## src/rtl/master_axi_4_burst_if.sv

```systemverilog
// AXI4 (full) bus between the burst master and a slave.
interface master_axi_4_burst_if #(
  parameter int AXI_DATA_WIDTH = 64,
  parameter int AXI_ADDR_WIDTH = 32,
  parameter int AXI_ID_WIDTH   = 4
);
  logic [AXI_ID_WIDTH-1:0]     AWID;
  logic [AXI_ADDR_WIDTH-1:0]   AWADDR;
  logic [7:0]                  AWLEN;
  logic [2:0]                  AWSIZE;
  logic [1:0]                  AWBURST;
  logic [2:0]                  AWPROT;
  logic                        AWVALID;
  logic                        AWREADY;
  logic [AXI_DATA_WIDTH-1:0]   WDATA;
  logic [AXI_DATA_WIDTH/8-1:0] WSTRB;
  logic                        WLAST;
  logic                        WVALID;
  logic                        WREADY;
  logic [AXI_ID_WIDTH-1:0]     BID;
  logic [1:0]                  BRESP;
  logic                        BVALID;
  logic                        BREADY;
  logic [AXI_ID_WIDTH-1:0]     ARID;
  logic [AXI_ADDR_WIDTH-1:0]   ARADDR;
  logic [7:0]                  ARLEN;
  logic [2:0]                  ARSIZE;
  logic [1:0]                  ARBURST;
  logic [2:0]                  ARPROT;
  logic                        ARVALID;
  logic                        ARREADY;
  logic [AXI_ID_WIDTH-1:0]     RID;
  logic [AXI_DATA_WIDTH-1:0]   RDATA;
  logic [1:0]                  RRESP;
  logic                        RLAST;
  logic                        RVALID;
  logic                        RREADY;

  modport master (
    output AWID, AWADDR, AWLEN, AWSIZE, AWBURST, AWPROT, AWVALID, input AWREADY,
    output WDATA, WSTRB, WLAST, WVALID, input WREADY,
    input BID, BRESP, BVALID, output BREADY,
    output ARID, ARADDR, ARLEN, ARSIZE, ARBURST, ARPROT, ARVALID, input ARREADY,
    input RID, RDATA, RRESP, RLAST, RVALID, output RREADY
  );

  modport slave (
    input AWID, AWADDR, AWLEN, AWSIZE, AWBURST, AWPROT, AWVALID, output AWREADY,
    input WDATA, WSTRB, WLAST, WVALID, output WREADY,
    output BID, BRESP, BVALID, input BREADY,
    input ARID, ARADDR, ARLEN, ARSIZE, ARBURST, ARPROT, ARVALID, output ARREADY,
    output RID, RDATA, RRESP, RLAST, RVALID, input RREADY
  );
endinterface

```

## src/rtl/master_axi_4_burst.sv

```systemverilog
// AXI4 INCR burst master with independent read and write engines.
// Optional 4 KB-crossing reject path: define MASTER_AXI_4_BURST_4K_CHECK_EN.
module master_axi_4_burst #(
  parameter int AXI_DATA_WIDTH = 64,
  parameter int AXI_ADDR_WIDTH = 32,
  parameter int AXI_ID_WIDTH   = 4,
  parameter int AXI_ID         = 0
) (
  input  logic                        AXI_ACLK,
  input  logic                        AXI_ARESET,
  input  logic                        wr_req_valid,
  output logic                        wr_req_ready,
  input  logic [AXI_ADDR_WIDTH-1:0]   wr_addr,
  input  logic [7:0]                  wr_len,
  input  logic                        wr_data_valid,
  output logic                        wr_data_ready,
  input  logic [AXI_DATA_WIDTH-1:0]   wr_data,
  input  logic [AXI_DATA_WIDTH/8-1:0] wr_strb,
  output logic                        wr_done,
  output logic [1:0]                  wr_resp,
  input  logic                        rd_req_valid,
  output logic                        rd_req_ready,
  input  logic [AXI_ADDR_WIDTH-1:0]   rd_addr,
  input  logic [7:0]                  rd_len,
  output logic                        rd_data_valid,
  input  logic                        rd_data_ready,
  output logic [AXI_DATA_WIDTH-1:0]   rd_data,
  output logic [1:0]                  rd_resp,
  output logic                        rd_last,
  master_axi_4_burst_if.master        m_axi
);
  localparam int         STRB_W = AXI_DATA_WIDTH / 8;
  localparam logic [2:0] SIZE   = 3'($clog2(STRB_W));
  localparam logic [AXI_ID_WIDTH-1:0] ID = AXI_ID[AXI_ID_WIDTH-1:0];

  localparam logic [2:0] W_IDLE = 3'd0;
  localparam logic [2:0] W_ADDR = 3'd1;
  localparam logic [2:0] W_DATA = 3'd2;
  localparam logic [2:0] W_RESP = 3'd3;
  localparam logic [1:0] R_IDLE = 2'd0;
  localparam logic [1:0] R_ADDR = 2'd1;
  localparam logic [1:0] R_DATA = 2'd2;
`ifdef MASTER_AXI_4_BURST_4K_CHECK_EN
  localparam logic [2:0] W_REJ  = 3'd4;
  localparam logic [1:0] R_REJ  = 2'd3;
`endif

  logic [2:0]                w_state;
  logic [AXI_ADDR_WIDTH-1:0] w_addr_q;
  logic [7:0]                w_len_q;
  logic [7:0]                w_cnt;
  logic                      w_done_q;
  logic [1:0]                w_resp_q;
  logic [1:0]                r_state;
  logic [AXI_ADDR_WIDTH-1:0] r_addr_q;
  logic [7:0]                r_len_q;
  logic                      w_beat;
  logic                      unused_ids;

`ifdef MASTER_AXI_4_BURST_4K_CHECK_EN
  // Burst end offset within the 4 KB page; anything past 4096 spills into the next page.
  function automatic logic crosses_4k(input logic [11:0] off, input logic [7:0] len);
    logic [20:0] span;
    span = 21'(off) + ((21'(len) + 21'd1) << $clog2(STRB_W));
    return span > 21'd4096;
  endfunction

  logic w_rej, r_rej;
  assign w_rej = crosses_4k(wr_addr[11:0], wr_len);
  assign r_rej = crosses_4k(rd_addr[11:0], rd_len);
`endif

  assign w_beat = m_axi.WVALID && m_axi.WREADY;

  always_ff @(posedge AXI_ACLK or posedge AXI_ARESET) begin
    if (AXI_ARESET) begin
      w_state  <= W_IDLE;
      w_addr_q <= '0;
      w_len_q  <= '0;
      w_cnt    <= '0;
      w_done_q <= 1'b0;
      w_resp_q <= 2'b00;
    end else begin
      w_done_q <= 1'b0;
      case (w_state)
        W_IDLE: if (wr_req_valid) begin
          w_addr_q <= wr_addr;
          w_len_q  <= wr_len;
          w_cnt    <= '0;
`ifdef MASTER_AXI_4_BURST_4K_CHECK_EN
          w_state  <= w_rej ? W_REJ : W_ADDR;
`else
          w_state  <= W_ADDR;
`endif
        end
        W_ADDR: if (m_axi.AWREADY) w_state <= W_DATA;
        W_DATA: if (w_beat) begin
          if (m_axi.WLAST) w_state <= W_RESP;
          else             w_cnt   <= w_cnt + 8'd1;
        end
        W_RESP: if (m_axi.BVALID) begin
          w_done_q <= 1'b1;
          w_resp_q <= m_axi.BRESP;
          w_state  <= W_IDLE;
        end
`ifdef MASTER_AXI_4_BURST_4K_CHECK_EN
        // Swallow the caller's beats so its stream stays aligned, then report SLVERR.
        W_REJ: if (wr_data_valid) begin
          if (w_cnt == w_len_q) begin
            w_done_q <= 1'b1;
            w_resp_q <= 2'b10;
            w_state  <= W_IDLE;
          end else begin
            w_cnt <= w_cnt + 8'd1;
          end
        end
`endif
        default: w_state <= W_IDLE;
      endcase
    end
  end

  always_ff @(posedge AXI_ACLK or posedge AXI_ARESET) begin
    if (AXI_ARESET) begin
      r_state  <= R_IDLE;
      r_addr_q <= '0;
      r_len_q  <= '0;
    end else begin
      case (r_state)
        R_IDLE: if (rd_req_valid) begin
          r_addr_q <= rd_addr;
          r_len_q  <= rd_len;
`ifdef MASTER_AXI_4_BURST_4K_CHECK_EN
          r_state  <= r_rej ? R_REJ : R_ADDR;
`else
          r_state  <= R_ADDR;
`endif
        end
        R_ADDR: if (m_axi.ARREADY) r_state <= R_DATA;
        R_DATA: if (m_axi.RVALID && rd_data_ready && m_axi.RLAST) r_state <= R_IDLE;
`ifdef MASTER_AXI_4_BURST_4K_CHECK_EN
        R_REJ:  if (rd_data_ready) r_state <= R_IDLE;
`endif
        default: r_state <= R_IDLE;
      endcase
    end
  end

  // Ready is masked by reset so callers never see a grant while the engines are held.
  assign wr_req_ready = (w_state == W_IDLE) && !AXI_ARESET;
  assign rd_req_ready = (r_state == R_IDLE) && !AXI_ARESET;
  assign wr_done      = w_done_q;
  assign wr_resp      = w_resp_q;

  assign m_axi.AWID    = ID;
  assign m_axi.AWADDR  = w_addr_q;
  assign m_axi.AWLEN   = w_len_q;
  assign m_axi.AWSIZE  = SIZE;
  assign m_axi.AWBURST = 2'b01;
  assign m_axi.AWPROT  = 3'b000;
  assign m_axi.AWVALID = (w_state == W_ADDR);
  assign m_axi.WDATA   = wr_data;
  assign m_axi.WSTRB   = wr_strb;
  assign m_axi.WVALID  = (w_state == W_DATA) && wr_data_valid;
  assign m_axi.WLAST   = (w_state == W_DATA) && (w_cnt == w_len_q);
  assign m_axi.BREADY  = (w_state == W_RESP);

  assign m_axi.ARID    = ID;
  assign m_axi.ARADDR  = r_addr_q;
  assign m_axi.ARLEN   = r_len_q;
  assign m_axi.ARSIZE  = SIZE;
  assign m_axi.ARBURST = 2'b01;
  assign m_axi.ARPROT  = 3'b000;
  assign m_axi.ARVALID = (r_state == R_ADDR);
  assign m_axi.RREADY  = (r_state == R_DATA) && rd_data_ready;

`ifdef MASTER_AXI_4_BURST_4K_CHECK_EN
  assign wr_data_ready = (w_state == W_DATA) ? m_axi.WREADY : (w_state == W_REJ);
  assign rd_data_valid = ((r_state == R_DATA) && m_axi.RVALID) || (r_state == R_REJ);
  assign rd_data       = (r_state == R_REJ) ? '0    : m_axi.RDATA;
  assign rd_resp       = (r_state == R_REJ) ? 2'b10 : m_axi.RRESP;
  assign rd_last       = (r_state == R_REJ) ? 1'b1  : m_axi.RLAST;
`else
  assign wr_data_ready = (w_state == W_DATA) && m_axi.WREADY;
  assign rd_data_valid = (r_state == R_DATA) && m_axi.RVALID;
  assign rd_data       = m_axi.RDATA;
  assign rd_resp       = m_axi.RRESP;
  assign rd_last       = m_axi.RLAST;
`endif

  // Single outstanding transaction per direction, so response IDs carry no information.
  assign unused_ids = ^{m_axi.BID, m_axi.RID};
endmodule

```

## src/flat_wrapper.sv

```systemverilog
// flat-port wrapper written by rule: the top's interface ports become plain ports
module master_axi_4_burst_flat 
#(
  parameter int AXI_DATA_WIDTH = 64,
  parameter int AXI_ADDR_WIDTH = 32,
  parameter int AXI_ID_WIDTH   = 4,
  parameter int AXI_ID         = 0
)
  (AXI_ACLK, AXI_ARESET, wr_req_valid, wr_req_ready, wr_addr, wr_len, wr_data_valid, wr_data_ready, wr_data, wr_strb, wr_done, wr_resp, rd_req_valid, rd_req_ready, rd_addr, rd_len, rd_data_valid, rd_data_ready, rd_data, rd_resp, rd_last, m_axi_AWID, m_axi_AWADDR, m_axi_AWLEN, m_axi_AWSIZE, m_axi_AWBURST, m_axi_AWPROT, m_axi_AWVALID, m_axi_AWREADY, m_axi_WDATA, m_axi_WSTRB, m_axi_WLAST, m_axi_WVALID, m_axi_WREADY, m_axi_BID, m_axi_BRESP, m_axi_BVALID, m_axi_BREADY, m_axi_ARID, m_axi_ARADDR, m_axi_ARLEN, m_axi_ARSIZE, m_axi_ARBURST, m_axi_ARPROT, m_axi_ARVALID, m_axi_ARREADY, m_axi_RID, m_axi_RDATA, m_axi_RRESP, m_axi_RLAST, m_axi_RVALID, m_axi_RREADY);
  master_axi_4_burst_if #(.AXI_DATA_WIDTH(AXI_DATA_WIDTH), .AXI_ADDR_WIDTH(AXI_ADDR_WIDTH), .AXI_ID_WIDTH(AXI_ID_WIDTH)) m_axi_i ();
  input  logic AXI_ACLK;
  input  logic AXI_ARESET;
  input  logic wr_req_valid;
  output logic wr_req_ready;
  input  logic [AXI_ADDR_WIDTH-1:0] wr_addr;
  input  logic [7:0] wr_len;
  input  logic wr_data_valid;
  output logic wr_data_ready;
  input  logic [AXI_DATA_WIDTH-1:0] wr_data;
  input  logic [AXI_DATA_WIDTH/8-1:0] wr_strb;
  output logic wr_done;
  output logic [1:0] wr_resp;
  input  logic rd_req_valid;
  output logic rd_req_ready;
  input  logic [AXI_ADDR_WIDTH-1:0] rd_addr;
  input  logic [7:0] rd_len;
  output logic rd_data_valid;
  input  logic rd_data_ready;
  output logic [AXI_DATA_WIDTH-1:0] rd_data;
  output logic [1:0] rd_resp;
  output logic rd_last;
  output wire logic [$bits(m_axi_i.AWID)-1:0] m_axi_AWID;
  output wire logic [$bits(m_axi_i.AWADDR)-1:0] m_axi_AWADDR;
  output wire logic [$bits(m_axi_i.AWLEN)-1:0] m_axi_AWLEN;
  output wire logic [$bits(m_axi_i.AWSIZE)-1:0] m_axi_AWSIZE;
  output wire logic [$bits(m_axi_i.AWBURST)-1:0] m_axi_AWBURST;
  output wire logic [$bits(m_axi_i.AWPROT)-1:0] m_axi_AWPROT;
  output wire logic [$bits(m_axi_i.AWVALID)-1:0] m_axi_AWVALID;
  input wire logic [$bits(m_axi_i.AWREADY)-1:0] m_axi_AWREADY;
  output wire logic [$bits(m_axi_i.WDATA)-1:0] m_axi_WDATA;
  output wire logic [$bits(m_axi_i.WSTRB)-1:0] m_axi_WSTRB;
  output wire logic [$bits(m_axi_i.WLAST)-1:0] m_axi_WLAST;
  output wire logic [$bits(m_axi_i.WVALID)-1:0] m_axi_WVALID;
  input wire logic [$bits(m_axi_i.WREADY)-1:0] m_axi_WREADY;
  input wire logic [$bits(m_axi_i.BID)-1:0] m_axi_BID;
  input wire logic [$bits(m_axi_i.BRESP)-1:0] m_axi_BRESP;
  input wire logic [$bits(m_axi_i.BVALID)-1:0] m_axi_BVALID;
  output wire logic [$bits(m_axi_i.BREADY)-1:0] m_axi_BREADY;
  output wire logic [$bits(m_axi_i.ARID)-1:0] m_axi_ARID;
  output wire logic [$bits(m_axi_i.ARADDR)-1:0] m_axi_ARADDR;
  output wire logic [$bits(m_axi_i.ARLEN)-1:0] m_axi_ARLEN;
  output wire logic [$bits(m_axi_i.ARSIZE)-1:0] m_axi_ARSIZE;
  output wire logic [$bits(m_axi_i.ARBURST)-1:0] m_axi_ARBURST;
  output wire logic [$bits(m_axi_i.ARPROT)-1:0] m_axi_ARPROT;
  output wire logic [$bits(m_axi_i.ARVALID)-1:0] m_axi_ARVALID;
  input wire logic [$bits(m_axi_i.ARREADY)-1:0] m_axi_ARREADY;
  input wire logic [$bits(m_axi_i.RID)-1:0] m_axi_RID;
  input wire logic [$bits(m_axi_i.RDATA)-1:0] m_axi_RDATA;
  input wire logic [$bits(m_axi_i.RRESP)-1:0] m_axi_RRESP;
  input wire logic [$bits(m_axi_i.RLAST)-1:0] m_axi_RLAST;
  input wire logic [$bits(m_axi_i.RVALID)-1:0] m_axi_RVALID;
  output wire logic [$bits(m_axi_i.RREADY)-1:0] m_axi_RREADY;
  assign m_axi_AWID = m_axi_i.AWID;
  assign m_axi_AWADDR = m_axi_i.AWADDR;
  assign m_axi_AWLEN = m_axi_i.AWLEN;
  assign m_axi_AWSIZE = m_axi_i.AWSIZE;
  assign m_axi_AWBURST = m_axi_i.AWBURST;
  assign m_axi_AWPROT = m_axi_i.AWPROT;
  assign m_axi_AWVALID = m_axi_i.AWVALID;
  assign m_axi_i.AWREADY = m_axi_AWREADY;
  assign m_axi_WDATA = m_axi_i.WDATA;
  assign m_axi_WSTRB = m_axi_i.WSTRB;
  assign m_axi_WLAST = m_axi_i.WLAST;
  assign m_axi_WVALID = m_axi_i.WVALID;
  assign m_axi_i.WREADY = m_axi_WREADY;
  assign m_axi_i.BID = m_axi_BID;
  assign m_axi_i.BRESP = m_axi_BRESP;
  assign m_axi_i.BVALID = m_axi_BVALID;
  assign m_axi_BREADY = m_axi_i.BREADY;
  assign m_axi_ARID = m_axi_i.ARID;
  assign m_axi_ARADDR = m_axi_i.ARADDR;
  assign m_axi_ARLEN = m_axi_i.ARLEN;
  assign m_axi_ARSIZE = m_axi_i.ARSIZE;
  assign m_axi_ARBURST = m_axi_i.ARBURST;
  assign m_axi_ARPROT = m_axi_i.ARPROT;
  assign m_axi_ARVALID = m_axi_i.ARVALID;
  assign m_axi_i.ARREADY = m_axi_ARREADY;
  assign m_axi_i.RID = m_axi_RID;
  assign m_axi_i.RDATA = m_axi_RDATA;
  assign m_axi_i.RRESP = m_axi_RRESP;
  assign m_axi_i.RLAST = m_axi_RLAST;
  assign m_axi_i.RVALID = m_axi_RVALID;
  assign m_axi_RREADY = m_axi_i.RREADY;
  master_axi_4_burst #(.AXI_DATA_WIDTH(AXI_DATA_WIDTH), .AXI_ADDR_WIDTH(AXI_ADDR_WIDTH), .AXI_ID_WIDTH(AXI_ID_WIDTH), .AXI_ID(AXI_ID)) u_core (.AXI_ACLK(AXI_ACLK), .AXI_ARESET(AXI_ARESET), .wr_req_valid(wr_req_valid), .wr_req_ready(wr_req_ready), .wr_addr(wr_addr), .wr_len(wr_len), .wr_data_valid(wr_data_valid), .wr_data_ready(wr_data_ready), .wr_data(wr_data), .wr_strb(wr_strb), .wr_done(wr_done), .wr_resp(wr_resp), .rd_req_valid(rd_req_valid), .rd_req_ready(rd_req_ready), .rd_addr(rd_addr), .rd_len(rd_len), .rd_data_valid(rd_data_valid), .rd_data_ready(rd_data_ready), .rd_data(rd_data), .rd_resp(rd_resp), .rd_last(rd_last), .m_axi(m_axi_i));
endmodule
```

## config.mk

```make
export PLATFORM = sky130hd
export DESIGN_NAME = master_axi_4_burst_flat
export DESIGN_NICKNAME = d
export VERILOG_FILES = /design/src/rtl/master_axi_4_burst_if.sv /design/src/rtl/master_axi_4_burst.sv /design/src/flat_wrapper.sv
export SDC_FILE = /design/constraint.sdc
export NUM_CORES = 1
export LEC_CHECK = 0
export ABC_AREA = 1
export ABC_CLOCK_PERIOD_IN_PS = 3300
export BUFFER_PORTS_ARGS = -buffer_cell sky130_fd_sc_hd__buf_2
export CAP_MARGIN = 5
export CORE_AREA = 2 2 193 195
export CTS_BUF_LIST = sky130_fd_sc_hd__clkbuf_2
export DETAILED_ROUTE_END_ITERATION = 16
export DIE_AREA = 0 0 195 197
export GPL_ROUTABILITY_DRIVEN = 0
export MAX_ROUTING_LAYER = met4
export PLACE_DENSITY = 0.38
export SETUP_SLACK_MARGIN = 0.5
export SLEW_MARGIN = 20
export SYNTH_ARGS = -nofsm -noshare
export SYNTH_HDL_FRONTEND = slang
export SYNTH_SLANG_ARGS = --single-unit
```

## constraint.sdc

```tcl
create_clock -name AXI_ACLK -period 3.3 [get_ports AXI_ACLK]
set_input_delay 0 -clock AXI_ACLK [delete_from_list [all_inputs] [get_ports AXI_ACLK]]
set_output_delay 0 -clock AXI_ACLK [all_outputs]
set_load 0.05 [all_outputs]
```

After elaboration in Yosys (flattened, before gate mapping)
Cells that the tools add are included.

Add/subtract/negate cells: 1. Equal/unequal tests: 15. Muxes and demuxes: 16. Reduce and logical (&&, ||, !) cells: 20.

Operators with widths (number): $mux 8 (3); $pmux 8 s2 (1); $mux 3 (5); $pmux 3 s4 (1); $logic_and 1x1->1 (10); $ne 2x2->1 const B (5); $add 8x1->8 const B (1); $eq 8x8->1 (1); $ne 2x1->1 const B (4); $eq 3x2->1 const B (2); $mux 2 (3); $pmux 2 s3 (1); $reduce_and 2->1 (3); $reduce_and 5->1 (1); $reduce_and 4->1 (1); $eq 3x1->1 const B (1); $logic_not 3->1 (1); $reduce_and 3->1 (1); $eq 2x1->1 const B (1); $eq 2x2->1 const B (1); $logic_not 2->1 (1); $mux 1 (2); $reduce_bool 2->1 (1); $logic_not 1->1 (1).

Register bits after elaboration: 96. Input bits: 240. Output and inout port bits: 256. Word-level logic and storage cells: 61.

Longest topological paths before layout
Gate-level depths: netlist of the first run.

Depth in word-level cells: 5. Depth in mapped cells: 10. Gate-level depth less buffers: 10.

Least setup slack after synthesis of the first run
OpenSTA, ideal clock, no wires.

Kind: register to register. Start point: register u_core.w_state[0]. End point: register u_core.w_addr_q[0] (netlist: u_core.m_axi.AWADDR[0]). Library setup time: 0.125 ns. Arrival time: 1.380 ns. Data required time: 3.175 ns. Path slack: 1.795 ns. Stages on the path, launching flop included: 6. Buffers on the path: 1. Period minus slack after synthesis: 1.505 ns. Cell sequence: dfrtp_1 inv_1 ha_1 nand2_1 buf_2 mux2_2.

Cells in the longest elaborated chain, start to end: 2.

Ends and longest elaborated chain: start, declared (line master_axi_4_burst.sv:48) `logic [2:0] w_state;`; start signal, assigned (line master_axi_4_burst.sv:77) `w_state <= W_IDLE;`; start signal, assigned (line master_axi_4_burst.sv:93) `w_state <= W_ADDR;`; start signal, assigned (line master_axi_4_burst.sv:96) `W_ADDR: if (m_axi.AWREADY) w_state <= W_DATA;`; $logic_not 3->1 (line master_axi_4_burst.sv:85) `case (w_state)`; $reduce_and 2->1 (no source line); end signal, assigned (line master_axi_4_burst.sv:87) `w_addr_q <= wr_addr;`; end, declared (line master_axi_4_burst.sv:49) `logic [AXI_ADDR_WIDTH-1:0] w_addr_q;`.

No other way between the ends. A chain may end at the register's enable or synchronous reset.

Worst setup path in the final report of the first run
Start point: register u_core.w_state[0]. End point: register u_core.w_state[0].

Cells in the longest elaborated chain, start to end: 5. Elaborated cells on any way between the ends: 14. Those cells by class: eq/ne: 8; mux: 1; reduce/logical: 5.

Ends and longest elaborated chain: $eq 3x2->1 (line master_axi_4_burst.sv:85, master_axi_4_burst.sv:164, master_axi_4_burst.sv:165); $logic_and 1x1->1 (line master_axi_4_burst.sv:164) `assign m_axi.WVALID = (w_state == W_DATA) && wr_data_valid;`; $logic_and 1x1->1 (line master_axi_4_burst.sv:73) `assign w_beat = m_axi.WVALID && m_axi.WREADY;`; $ne 2x1->1 (no source line); $reduce_and 5->1 (no source line).

Parallel ways exist; a longest one is shown, timed or not.

==> insert_results.sql, run 1 <==
INSERT INTO impl_metrics (metric_group, metric, value, unit) VALUES
('outcome', 'outcome', 'finished, final reports clean', ''),
('place', 'area_after_detailed_placement', '5630', 'um^2'),
('detailed_routing', 'routed_wirelength', '17700', 'um'),
('place', 'buffer_ports.inserted', '187', ''),
('timing', 'post-route-min-period', '2.59', 'ns'),
('synthesis', 'synth_top_cell_area_share', '0.448', ''),
('finish', 'stdcell_area', '6920', 'um^2'),
('clocking', 'clock-sinks', '95', ''),
('timing', 'worst_slew_margin_rel', '0.330', ''),
('die', 'placement_rows', '70', ''),
('setup_path', 'regToRegSetupSlack', '0.71', 'ns'),
('synthesis', 'ys_types', '28', ''),
('detailed_routing', 'via_count', '3749', ''),
('run', 'cap_violations', '0', ''),
('setup_path', 'crit_required', '3.91', 'ns'),
('timing', 'rsz_0062_raised_after_global_routing', 'no', ''),
('die', 'die_height', '197', 'um'),
('power_and_ir_drop', 'vdd_ir_drop_max', '0.532', 'mV'),
('timing', 'tightest_slew', '1.00', 'ns'),
('global_route', 'globalRouteTotalUtil', '0.0920', ''),
('timing', 'report.final.slew_viol_count', '0', ''),
('timing', 'totalNegativeSetupSlack', '0', 'ns'),
('power_and_ir_drop', 'power.leakage', '0.00326', 'uW'),
('timing', 'final.setup.worst_slack', '0.709', 'ns'),
('clocking', 'longest_clk_path_bufs', '2', ''),
('detailed_routing', 'ant_nets', '0', ''),
('synthesis', 'synth.top_cells.by_area', 'sky130_fd_sc_hd__dfrtp_1 (45%), sky130_fd_sc_hd__buf_4 (23%), sky130_fd_sc_hd__mux2_2 (16%), sky130_fd_sc_hd__nand2_1 (4.3%), sky130_fd_sc_hd__inv_1 (1.6%)', ''),
('detailed_routing', 'detailedRoute.firstPassIterationCount', '4', ''),
('synthesis', 'yosys_register_bits', '95', ''),
('setup_path', 'path_class', 'flop to flop', ''),
('timing', 'finalHoldViolCount', '0', ''),
('synthesis', 'netlist_area', '5300', 'um^2'),
('min_path', 'hold_path.class', 'input port to output pin', ''),
('clocking', 'clock-root-buffer', 'sky130_fd_sc_hd__clkbuf_2', ''),
('synthesis', 'ys_seq_area_frac', '0.448', ''),
('finish', 'num-nets-final', '907', ''),
('global_route', 'global_route_wire_length_before_repair', '25200', 'um'),
('clocking', 'cts_setup_buffers', '0', ''),
('finish', 'area_growth_syn_to_layout', '30.5', '%'),
('die', 'initial_cell_density_of_the_core', '0.146', ''),
('detailed_routing', 'wire_per_inst', '15.6', 'um'),
('die', 'floorplan.die.width', '195', 'um'),
('power_and_ir_drop', 'power.density', '990', 'nW/um^2'),
('setup_path', 'worst_reg_to_reg_path_cell_count', '9', ''),
('clocking', 'worst_skew_pair.late_latency', '0.63', 'ns'),
('setup_path', 'worst_setup_path_end_kind', 'flop', ''),
('finish', 'post_route_cells_drive_above_1_share', '0.447', ''),
('detailed_routing', 'initialDrtViolationCount', '78', ''),
('synthesis', 'syn_inst', '495', ''),
('detailed_routing', 'drc_errors_left', '0', ''),
('timing', 'skew', '0.0475', 'ns'),
('synthesis', 'synth_edf_count', '0', ''),
('timing', 'timing.final.setup_violations', '0', ''),
('global_route', 'grt_max_degree', '64', ''),
('setup_path', 'start_kind', 'flop', ''),
('timing', 'fin_crit_sh', '0.785', ''),
('setup_path', 'r2r_start', 'u_core.w_state[0]', ''),
('synthesis', 'syn_avg_cell_area', '10.7', 'um^2'),
('synthesis', 'yosys_warnings', '0', ''),
('clocking', 'cts_htree_levels', '3', ''),
('global_route', 'grt.overflow.total', '0', ''),
('global_route', 'grt_antenna_before_repair', '2', ''),
('die', 'die_footprint', '38400', 'um^2'),
('die', 'fp.coreArea', '36300', 'um^2'),
('setup_path', 'worstPathMaxFanout', '5', ''),
('synthesis', 'synthFlopType', 'sky130_fd_sc_hd__dfrtp_1', ''),
('synthesis', 'synth.largest_area_cell', 'sky130_fd_sc_hd__dfrtp_1', ''),
('place', 'placement.setup.worst_slack', '1.33', 'ns'),
('detailed_routing', 'vias_per_cell', '3.30', ''),
('min_path', 'timing.hold.worst.start', 'm_axi_RDATA[4]', ''),
('min_path', 'hold_depth', '0', ''),
('min_path', 'timing.hold.worst_endpoint', 'rd_data[4]', ''),
('timing', 'fmax', '0.386', 'GHz'),
('setup_path', 'r2r_end', 'u_core.w_state[0]', ''),
('clocking', 'tritoncts', 'yes', ''),
('clocking', 'path_clk_slew', '0.31', 'ns'),
('die', 'io-pin-count', '496', ''),
('synthesis', 'asyncSetResetFlopFracSynth', '1.00', ''),
('global_route', 'vias_in_the_first_global_route', '4025', ''),
('clocking', 'cts-buffers-inserted', '9', ''),
('place', 'final_hpwl_dp', '13700', 'um'),
('setup_path', 'cp_data_arrival_time', '3.20', 'ns');
==> metal layers <==
metal  GRT usage  wire length (um)  up-vias
met3      0.0457              2200       74
li1            -                 -     1726
met4      0.0574               902        0
met2       0.159              9000      225
met1      0.0799              5630     1724
met5           -                 0        -
==> cells in the mapped netlist (2+ instances only) <==
cell type / n
sky130_fd_sc_hd__nand4_1: 3
sky130_fd_sc_hd__nor3b_1: 2
sky130_fd_sc_hd__nand2_2: 2
sky130_fd_sc_hd__ha_1: 6
sky130_fd_sc_hd__nor2_2: 2
sky130_fd_sc_hd__buf_4: 163
sky130_fd_sc_hd__inv_1: 23
sky130_fd_sc_hd__nor2_1: 17
sky130_fd_sc_hd__dfrtp_1: 95
sky130_fd_sc_hd__nand3_1: 11
sky130_fd_sc_hd__mux2_2: 77
sky130_fd_sc_hd__buf_6: 6
sky130_fd_sc_hd__a21oi_1: 4
sky130_fd_sc_hd__conb_1: 2
sky130_fd_sc_hd__buf_2: 4
sky130_fd_sc_hd__xnor2_1: 6
sky130_fd_sc_hd__nand2_1: 61
==> critical path: stages, from the launching register on <==
cell and delay (ns):
sky130_fd_sc_hd__dfrtp_2 0.48, sky130_fd_sc_hd__inv_1 0.07, sky130_fd_sc_hd__ha_1 0.23, sky130_fd_sc_hd__inv_2 0.14
sky130_fd_sc_hd__o21ai_1 0.07, sky130_fd_sc_hd__dlygate4sd3_1 0.60, sky130_fd_sc_hd__nor2_1 0.22, sky130_fd_sc_hd__nand3_1 0.11
sky130_fd_sc_hd__dlygate4sd3_1 0.57, sky130_fd_sc_hd__nand2_1 0.06
==> layout make-up <==
| class | instances | area [um^2] |
|---|---|---|
| Antenna cell | 2 | 5.00 |
| Clock buffer | 11 | 55.1 |
| Clock inverter | 4 | 71.3 |
| Fill cell | 4052 | 29300 |
| Inverter | 23 | 88.8 |
| Multi-Input combinational cell | 226 | 1620 |
| Sequential cell | 95 | 2380 |
| Tap cell | 468 | 586 |
| Timing Repair Buffer | 306 | 2120 |
==> stage by stage <==
step                      hold WS, ns  std cells  power, uW   util
final                       0.0000193       1135       6850  0.191
after global routing        0.0000795       1135       7270  0.191
after CTS                    0.000341       1133       6970  0.191
after detailed placement     0.000341       1003       6030  0.155
after global placement       0.000341       1003       6020  0.155
after floorplan                0.0956        517       5570      -
==> sequential cells by signal (all words and copies together), names as in the netlist <==
signal               cells
u_core.m_axi.ARLEN       8
u_core.wr_resp           2
u_core.wr_done           1
u_core.m_axi.AWLEN       8
u_core.w_state           2
u_core.r_state           2
u_core.m_axi.AWADDR     32
u_core.m_axi.ARADDR     32
u_core.w_cnt             8
==> cell families (layout without fill, tap and decap cells) <==
kind of cell    Yosys count  count (layout)  synth area share
flops                    95              95             0.448
other cells               2              26           0.00142
compound gates           10              10            0.0127
buf+inv                 196             344             0.264
xor+xnor                  6               6           0.00991
fa+ha+maj                 6               6            0.0142
mux                      77              77             0.163
simple gates            103             103            0.0866
==> timing repair <==
action / 4_1_cts / 5_1_grt
hold endpoints to repair: 156 / 0
hold buffers: 115 / 0
endpoints found under the setup margin: 0 / 1
gates resized for setup: 0 / 4
==> report_power, final <==
part           internal (uW)  switching (uW)
sequential              1710             300
combinational           1240            2930
clock                    250             432
total                   3190            3660
==> layout by cell type, fill, tap and decap left out, drive strengths merged, types with 2 or more instances in the layout <==
cell and count:
o21ai 2, dlygate4sd3 115, inv 23, nor3b 2, a21oi 5, dfrtp 95, nand3 12, buf 191
nor2 20, conb 24, clkbuf 11, nand2 64, nand4 3, diode 2, ha 6, xnor2 6
bufinv 2, mux2 77
==> how the worst max path moves through the flow <==
stage / startpoint / to / slack (ns) / cells past startpoint
floorplan: AXI_ARESET / u_core.m_axi.ARADDR[0] / 0.82 / 1
global placement: u_core.w_state[0] / u_core.w_cnt[7] / 1.33 / 7
detailed placement: u_core.w_state[0] / u_core.w_cnt[1] / 1.33 / 7
CTS: u_core.w_state[0] / u_core.w_state[0] / 0.55 / 9
global route: u_core.w_state[0] / u_core.w_state[0] / 0.50 / 9
finish: u_core.w_state[0] / u_core.w_state[0] / 0.71 / 9
(Power assumes the default switching activity.)
==> run 2, diff against run 1 <==
- ABC_CLOCK_PERIOD_IN_PS: 3300 -> 2500
- clock period: 3.3 -> 2.5 ns (I/O delays scaled with it)
==> insert_results.sql, run 2 (synthesis results as in run 1) <==
INSERT INTO impl_metrics (metric_group, metric, value, unit) VALUES
('outcome', 'outcome', 'finished, final reports clean', ''),
('finish', 'num-nets-final', '928', ''),
('clocking', 'tritoncts', 'yes', ''),
('power_and_ir_drop', 'power.leakage', '0.00339', 'uW'),
('die', 'floorplan.die.width', '195', 'um'),
('timing', 'totalNegativeSetupSlack', '0', 'ns'),
('die', 'io-pin-count', '496', ''),
('global_route', 'vias_in_the_first_global_route', '4085', ''),
('detailed_routing', 'route.met3.wl', '2050', 'um'),
('power_and_ir_drop', 'power.sequential.fraction', '0.284', ''),
('timing', 'skew', '0.0577', 'ns'),
('timing', 'fin_crit_sh', '0.756', ''),
('clocking', 'clock-sinks', '95', ''),
('finish', 'finalCoreUtilization', '0.199', ''),
('detailed_routing', 'vias_per_cell', '3.32', ''),
('timing', 'report.final.slew_viol_count', '0', ''),
('finish', 'leading_cell_type_in_the_layout_fill_and_taps_excluded', 'sky130_fd_sc_hd__buf_2', ''),
('die', 'placement_rows', '70', ''),
('detailed_routing', 'detailedRoute.firstPassIterationCount', '4', ''),
('detailed_routing', 'drt-met1-wl', '5800', 'um'),
('finish', 'area_growth_syn_to_layout', '36.1', '%'),
('detailed_routing', 'wire_per_inst', '15.9', 'um'),
('timing', 'finalHoldViolCount', '0', ''),
('detailed_routing', 'drc_errors_left', '0', ''),
('clocking', 'longest_clk_path_bufs', '2', ''),
('place', 'placement.setup.worst_slack', '0.528', 'ns'),
('place', 'buffer_ports.inserted', '187', ''),
('place', 'final_hpwl_dp', '13600', 'um'),
('power_and_ir_drop', 'internal_power', '4350', 'uW'),
('die', 'die_footprint', '38400', 'um^2'),
('clocking', 'cts-buffers-inserted', '9', ''),
('detailed_routing', 'via_count', '3840', ''),
('setup_path', 'start_kind', 'flop', ''),
('global_route', 'global_route_wire_length_before_repair', '25400', 'um'),
('detailed_routing', 'initialDrtViolationCount', '80', ''),
('finish', 'multi_input_comb_area', '1650', 'um^2'),
('global_route', 'globalRouteTotalUtil', '0.0927', ''),
('setup_path', 'path_delay_family', 'buffers and inverters', ''),
('power_and_ir_drop', 'finalPower', '9260', 'uW'),
('detailed_routing', 'ant_nets', '0', ''),
('place', 'dp_cells', '1003', ''),
('clocking', 'cts_htree_levels', '3', ''),
('setup_path', 'critical_path.cell_chain', 'buf_4 -> buf_4 -> ha_1 -> nand2_1 -> inv_1 -> nand2_1 -> dlygate4sd3_1 -> nand2_1', ''),
('detailed_routing', 'top_layer_used', 'met4', ''),
('die', 'die_height', '197', 'um'),
('setup_path', 'cp_data_arrival_time', '2.47', 'ns'),
('die', 'fp.coreArea', '36300', 'um^2'),
('setup_path', 'cpPeakStageDelay', '0.54', 'ns'),
('clocking', 'clock-root-buffer', 'sky130_fd_sc_hd__clkbuf_2', ''),
('power_and_ir_drop', 'power_frac_clock', '0.097', ''),
('global_route', 'grt_max_degree', '52', ''),
('finish', 'post_route_cells_drive_above_1_share', '0.465', ''),
('finish', 'final-instance-count-excl-fill', '1156', ''),
('detailed_routing', 'route.met2.wl', '9490', 'um'),
('timing', 'post-route-min-period', '1.89', 'ns'),
('global_route', 'grt.overflow.total', '0', ''),
('setup_path', 'worst_setup_path_end_kind', 'flop', ''),
('finish', 'filler_cell_count', '4019', ''),
('die', 'initial_cell_density_of_the_core', '0.146', ''),
('timing', 'fmax', '0.529', 'GHz'),
('setup_path', 'worstPathMaxFanout', '4', ''),
('timing', 'rsz_0062_raised_after_global_routing', 'yes', ''),
('global_route', 'grt_antenna_before_repair', '3', ''),
('power_and_ir_drop', 'power.switching', '4910', 'uW'),
('setup_path', 'critical_path_buf_inv_count', '4', ''),
('timing', 'final.setup.worst_slack', '0.611', 'ns'),
('clocking', 'path_clk_slew', '0.30', 'ns'),
('clocking', 'worst_skew_pair.late_latency', '0.63', 'ns'),
('power_and_ir_drop', 'power.share.combinational', '0.619', ''),
('power_and_ir_drop', 'netSwitchingFraction', '0.531', ''),
('setup_path', 'crit_required', '3.08', 'ns'),
('setup_path', 'critical_path.slowest_cell', 'sky130_fd_sc_hd__dlygate4sd3_1', ''),
('power_and_ir_drop', 'vdd_ir_drop_max', '0.669', 'mV'),
('finish', 'register_area', '2380', 'um^2'),
('power_and_ir_drop', 'power.density', '1280', 'nW/um^2'),
('timing', 'timing.final.setup_violations', '0', ''),
('finish', 'layout.cells.most_common_list', 'sky130_fd_sc_hd__buf_2 (184), sky130_fd_sc_hd__dlygate4sd3_1 (122), sky130_fd_sc_hd__dfrtp_1 (89)', ''),
('min_path', 'hold_path.class', 'input port to output pin', ''),
('detailed_routing', 'routed_wirelength', '18300', 'um'),
('setup_path', 'path_class', 'flop to flop', ''),
('run', 'cap_violations', '0', ''),
('setup_path', 'timing.critical_path.mode_cell', 'sky130_fd_sc_hd__nand2_1', '');
==> run 2: worst register-to-register path, stage by stage (launching register included) <==
cell and delay [ns]:
sky130_fd_sc_hd__dfrtp_1 0.46, sky130_fd_sc_hd__buf_4 0.13, sky130_fd_sc_hd__buf_4 0.14, sky130_fd_sc_hd__ha_1 0.26, sky130_fd_sc_hd__nand2_1 0.12, sky130_fd_sc_hd__inv_1 0.07, sky130_fd_sc_hd__nand2_1 0.06, sky130_fd_sc_hd__dlygate4sd3_1 0.54
sky130_fd_sc_hd__nand2_1 0.06
==> run 2: power by group through the flow <==
| stage | logic, uW | registers, uW | clock network [uW] |
|---|---|---|---|
| after floorplan | 2290 | 5070 | 0 |
| after global placement | 5280 | 2650 | 0 |
| after detailed placement | 5280 | 2670 | 0 |
| after CTS | 5670 | 2630 | 972 |
| after global routing | 6040 | 2730 | 1020 |
| final | 5730 | 2630 | 902 |
==> run 2: metal layers <==
| layer | GRT usage | vias up |
|---|---|---|
| li1 | - | 1771 |
| met1 | 0.0780 | 1777 |
| met2 | 0.162 | 224 |
| met3 | 0.0445 | 68 |
| met4 | 0.0636 | 0 |
| met5 | - | - |
==> run 2: repair_timing <==
item / in CTS / in global routing
hold endpoints to repair: 190 / 0
resized for setup: 17 / 6
pin swaps: 2 / 4
setup buffers: 10 / 2
cloned: 0 / 2
setup endpoints to repair: 12 / 5
hold buffers: 122 / 0
==> run 2: final cells by class <==
type                    count  area share
diodes                      2    0.000693
clock buffers               9     0.00624
clock inverters             6      0.0118
inverters                  23      0.0128
multi-input cells         226       0.228
flip-flops and latches     95       0.330
well taps                 468      0.0811
repair buffers            327       0.329
==> run 2: through the flow <==
step / hold WS, ns / area [um^2]
after floorplan: 0.0956 / 5390
after global placement: 0.000341 / 5660
after detailed placement: 0.000341 / 5660
after CTS: 0.000341 / 7130
after global routing: -0.00584 / 7220
final: 0.0000193 / 7220
==> run 2: worst paths after layout <==
kind,end,cells past startpoint,startpoint,slack (ns)
min,rd_data[19],0,m_axi_RDATA[19],0.00002
max reg2reg,u_core.wr_resp[1],8,u_core.w_state[0],0.61
min in group asynchronous,u_core.m_axi.ARADDR[16],4,AXI_ARESET,0.46
max,u_core.wr_resp[1],8,u_core.w_state[0],0.61
max in group asynchronous,u_core.m_axi.AWADDR[31],5,AXI_ARESET,1.24
min reg2reg,u_core.m_axi.ARADDR[25],1,u_core.m_axi.ARADDR[25],0.53
==> run 3, diff against run 2 <==
- ABC_CLOCK_PERIOD_IN_PS: 2500 -> 1700
- CORE_AREA: 2 2 193 195 -> 2 2 195 197
- DIE_AREA: 0 0 195 197 -> 0 0 197 199
- PLACE_DENSITY: 0.38 -> 0.39
- clock period: 2.5 -> 1.7 ns (I/O delays scaled with it)
==> insert_results.sql, run 3 (synthesis results as in run 1) <==
INSERT INTO impl_metrics (metric_group, metric, value, unit) VALUES
('outcome', 'outcome', 'finished, violations left', ''),
('outcome', 'violated_checks', 'negative setup slack', ''),
('setup_path', 'cpPeakStageDelay', '0.49', 'ns'),
('power_and_ir_drop', 'power_frac_clock', '0.066', ''),
('clocking', 'cts_htree_levels', '3', ''),
('timing', 'skew', '0.0691', 'ns'),
('detailed_routing', 'vias_per_cell', '3.42', ''),
('clocking', 'cts-buffers-inserted', '9', ''),
('power_and_ir_drop', 'power.share.combinational', '0.694', ''),
('power_and_ir_drop', 'power.density', '1970', 'nW/um^2'),
('power_and_ir_drop', 'power.switching', '8410', 'uW'),
('finish', 'final-instance-count-excl-fill', '1209', ''),
('timing', 'rsz_0062_raised_after_global_routing', 'yes', ''),
('detailed_routing', 'drc_errors_left', '0', ''),
('finish', 'post_route_cells_drive_above_1_share', '0.579', ''),
('timing', 'timing.final.setup_violations', '5', ''),
('die', 'floorplan.die.width', '197', 'um'),
('setup_path', 'cp_data_arrival_time', '1.88', 'ns'),
('timing', 'fmax', '0.533', 'GHz'),
('place', 'dp_cells', '1019', ''),
('setup_path', 'worst_setup_path_end_kind', 'output pin', ''),
('power_and_ir_drop', 'internal_power', '9440', 'uW'),
('power_and_ir_drop', 'vdd_ir_drop_max', '1.36', 'mV'),
('global_route', 'globalRouteTotalUtil', '0.0946', ''),
('timing', 'tightest_slew', '0.722', 'ns'),
('detailed_routing', 'routed_wirelength', '20000', 'um'),
('setup_path', 'critical_path.cell_chain', 'xnor2_1 -> nand2_1 -> nor2_4 -> nand3_4 -> clkinvlp_4 -> buf_8', ''),
('finish', 'stdcell_area', '9070', 'um^2'),
('timing', 'report.final.slew_viol_count', '0', ''),
('min_path', 'hold_path.class', 'input port to output pin', ''),
('finish', 'layout.cells.most_common_list', 'sky130_fd_sc_hd__dlygate4sd3_1 (113), sky130_fd_sc_hd__buf_6 (105), sky130_fd_sc_hd__buf_2 (94)', ''),
('detailed_routing', 'detailedRoute.firstPassIterationCount', '4', ''),
('power_and_ir_drop', 'power.sequential.fraction', '0.240', ''),
('timing', 'finalHoldViolCount', '0', ''),
('clocking', 'worst_skew_pair.late_latency', '0.67', 'ns'),
('place', 'buffer_ports.inserted', '187', ''),
('global_route', 'grt.overflow.total', '0', ''),
('finish', 'area_growth_syn_to_layout', '70.9', '%'),
('run', 'cap_violations', '0', ''),
('die', 'initial_cell_density_of_the_core', '0.143', ''),
('clocking', 'path_clk_slew', '0.31', 'ns'),
('global_route', 'grt_max_degree', '49', ''),
('setup_path', 'start_kind', 'flop', ''),
('setup_path', 'path_class', 'flop to output pin', ''),
('timing', 'hold_worst_slack', '0.0000140', 'ns'),
('setup_path', 'worstPathMaxFanout', '2', ''),
('global_route', 'vias_in_the_first_global_route', '4282', ''),
('clocking', 'longest_clk_path_bufs', '2', ''),
('timing', 'totalNegativeSetupSlack', '-0.560', 'ns'),
('place', 'area_after_detailed_placement', '5810', 'um^2'),
('place', 'final_hpwl_dp', '12900', 'um'),
('finish', 'num-nets-final', '973', ''),
('setup_path', 'path_delay_family', 'flip-flops', ''),
('timing', 'worst_slew_margin_rel', '0.518', ''),
('global_route', 'global_route_wire_length_before_repair', '26000', 'um'),
('detailed_routing', 'ant_nets', '0', ''),
('setup_path', 'crit_required', '1.70', 'ns'),
('die', 'placement_rows', '71', ''),
('timing', 'post-route-min-period', '1.88', 'ns'),
('power_and_ir_drop', 'power.leakage', '0.00434', 'uW'),
('clocking', 'clock-root-buffer', 'sky130_fd_sc_hd__clkbuf_2', ''),
('power_and_ir_drop', 'netSwitchingFraction', '0.471', ''),
('global_route', 'grt_antenna_before_repair', '3', ''),
('setup_path', 'critical_path.slowest_cell', 'sky130_fd_sc_hd__dfrtp_2', ''),
('die', 'io-pin-count', '496', ''),
('place', 'placement.setup.worst_slack', '0.0232', 'ns'),
('timing', 'fin_crit_sh', '1.10', ''),
('die', 'die_height', '199', 'um'),
('detailed_routing', 'via_count', '4129', ''),
('detailed_routing', 'initialDrtViolationCount', '87', ''),
('clocking', 'tritoncts', 'yes', ''),
('timing', 'final.setup.worst_slack', '-0.177', 'ns'),
('clocking', 'clock-sinks', '95', ''),
('die', 'die_footprint', '39200', 'um^2'),
('setup_path', 'critical_path_buf_inv_count', '2', ''),
('die', 'fp.coreArea', '37100', 'um^2'),
('detailed_routing', 'wire_per_inst', '16.5', 'um'),
('finish', 'leading_cell_type_in_the_layout_fill_and_taps_excluded', 'sky130_fd_sc_hd__dlygate4sd3_1', '');
[run 3: through the flow]
step | utilization | power, uW
final | 0.244 | 17900
after global routing | 0.244 | 18700
after detailed placement | 0.157 | 12000
after global placement | 0.157 | 12000
after floorplan | - | 10900
after CTS | 0.218 | 15900
[run 3: per-layer routing]
layer	vias up	track usage	wire length, um
met1	1948	0.0906	6990
met4	0	0.0716	1140
met5	-	-	0
met2	241	0.159	10100
li1	1858	-	-
met3	82	0.0317	1730
[run 3: power groups by stage]
stage	clock network (uW)	logic, uW	registers (uW)
finish	1180	12400	4280
floorplan	0	3450	7480
global placement	0	8000	3980
detailed placement	0	7990	4000
global route	1360	12900	4420
CTS	1280	10400	4200
[run 3: worst paths after layout]
check / start / end / slack, ns / cells past startpoint
setup reg to reg: u_core.w_state[0] / u_core.w_cnt[0] / 0.04 / 10
min in group asynchronous: AXI_ARESET / u_core.w_state[1] / 0.06 / 4
max in group asynchronous: AXI_ARESET / u_core.m_axi.AWADDR[18] / 0.81 / 4
hold reg to reg: u_core.wr_resp[0] / u_core.wr_resp[0] / 0.56 / 2
setup / recovery: u_core.m_axi.AWLEN[2] / m_axi_WLAST / -0.18 / 6
hold / removal: wr_data[17] / m_axi_WDATA[17] / 0.00001 / 0
[run 3: cell type report]
| cell class | instances | area (um^2) |
|---|---|---|
| fillers | 3894 | 28100 |
| flip-flops and latches | 95 | 2390 |
| well taps | 474 | 593 |
| multi-input cells | 226 | 2200 |
| inverters | 23 | 109 |
| repair buffers | 372 | 3660 |
| diodes | 3 | 7.51 |
| clock inverters | 5 | 50.0 |
| clock buffers | 11 | 55.1 |
[run 3: repair_timing]
item / 4_1_cts / 5_1_grt
gates cloned: 2 / 11
setup endpoints to repair: 186 / 200
setup buffers: 19 / 25
endpoints found under the hold margin: 190 / 0
pin swaps: 19 / 24
hold buffers: 114 / 0
resized for setup: 253 / 140
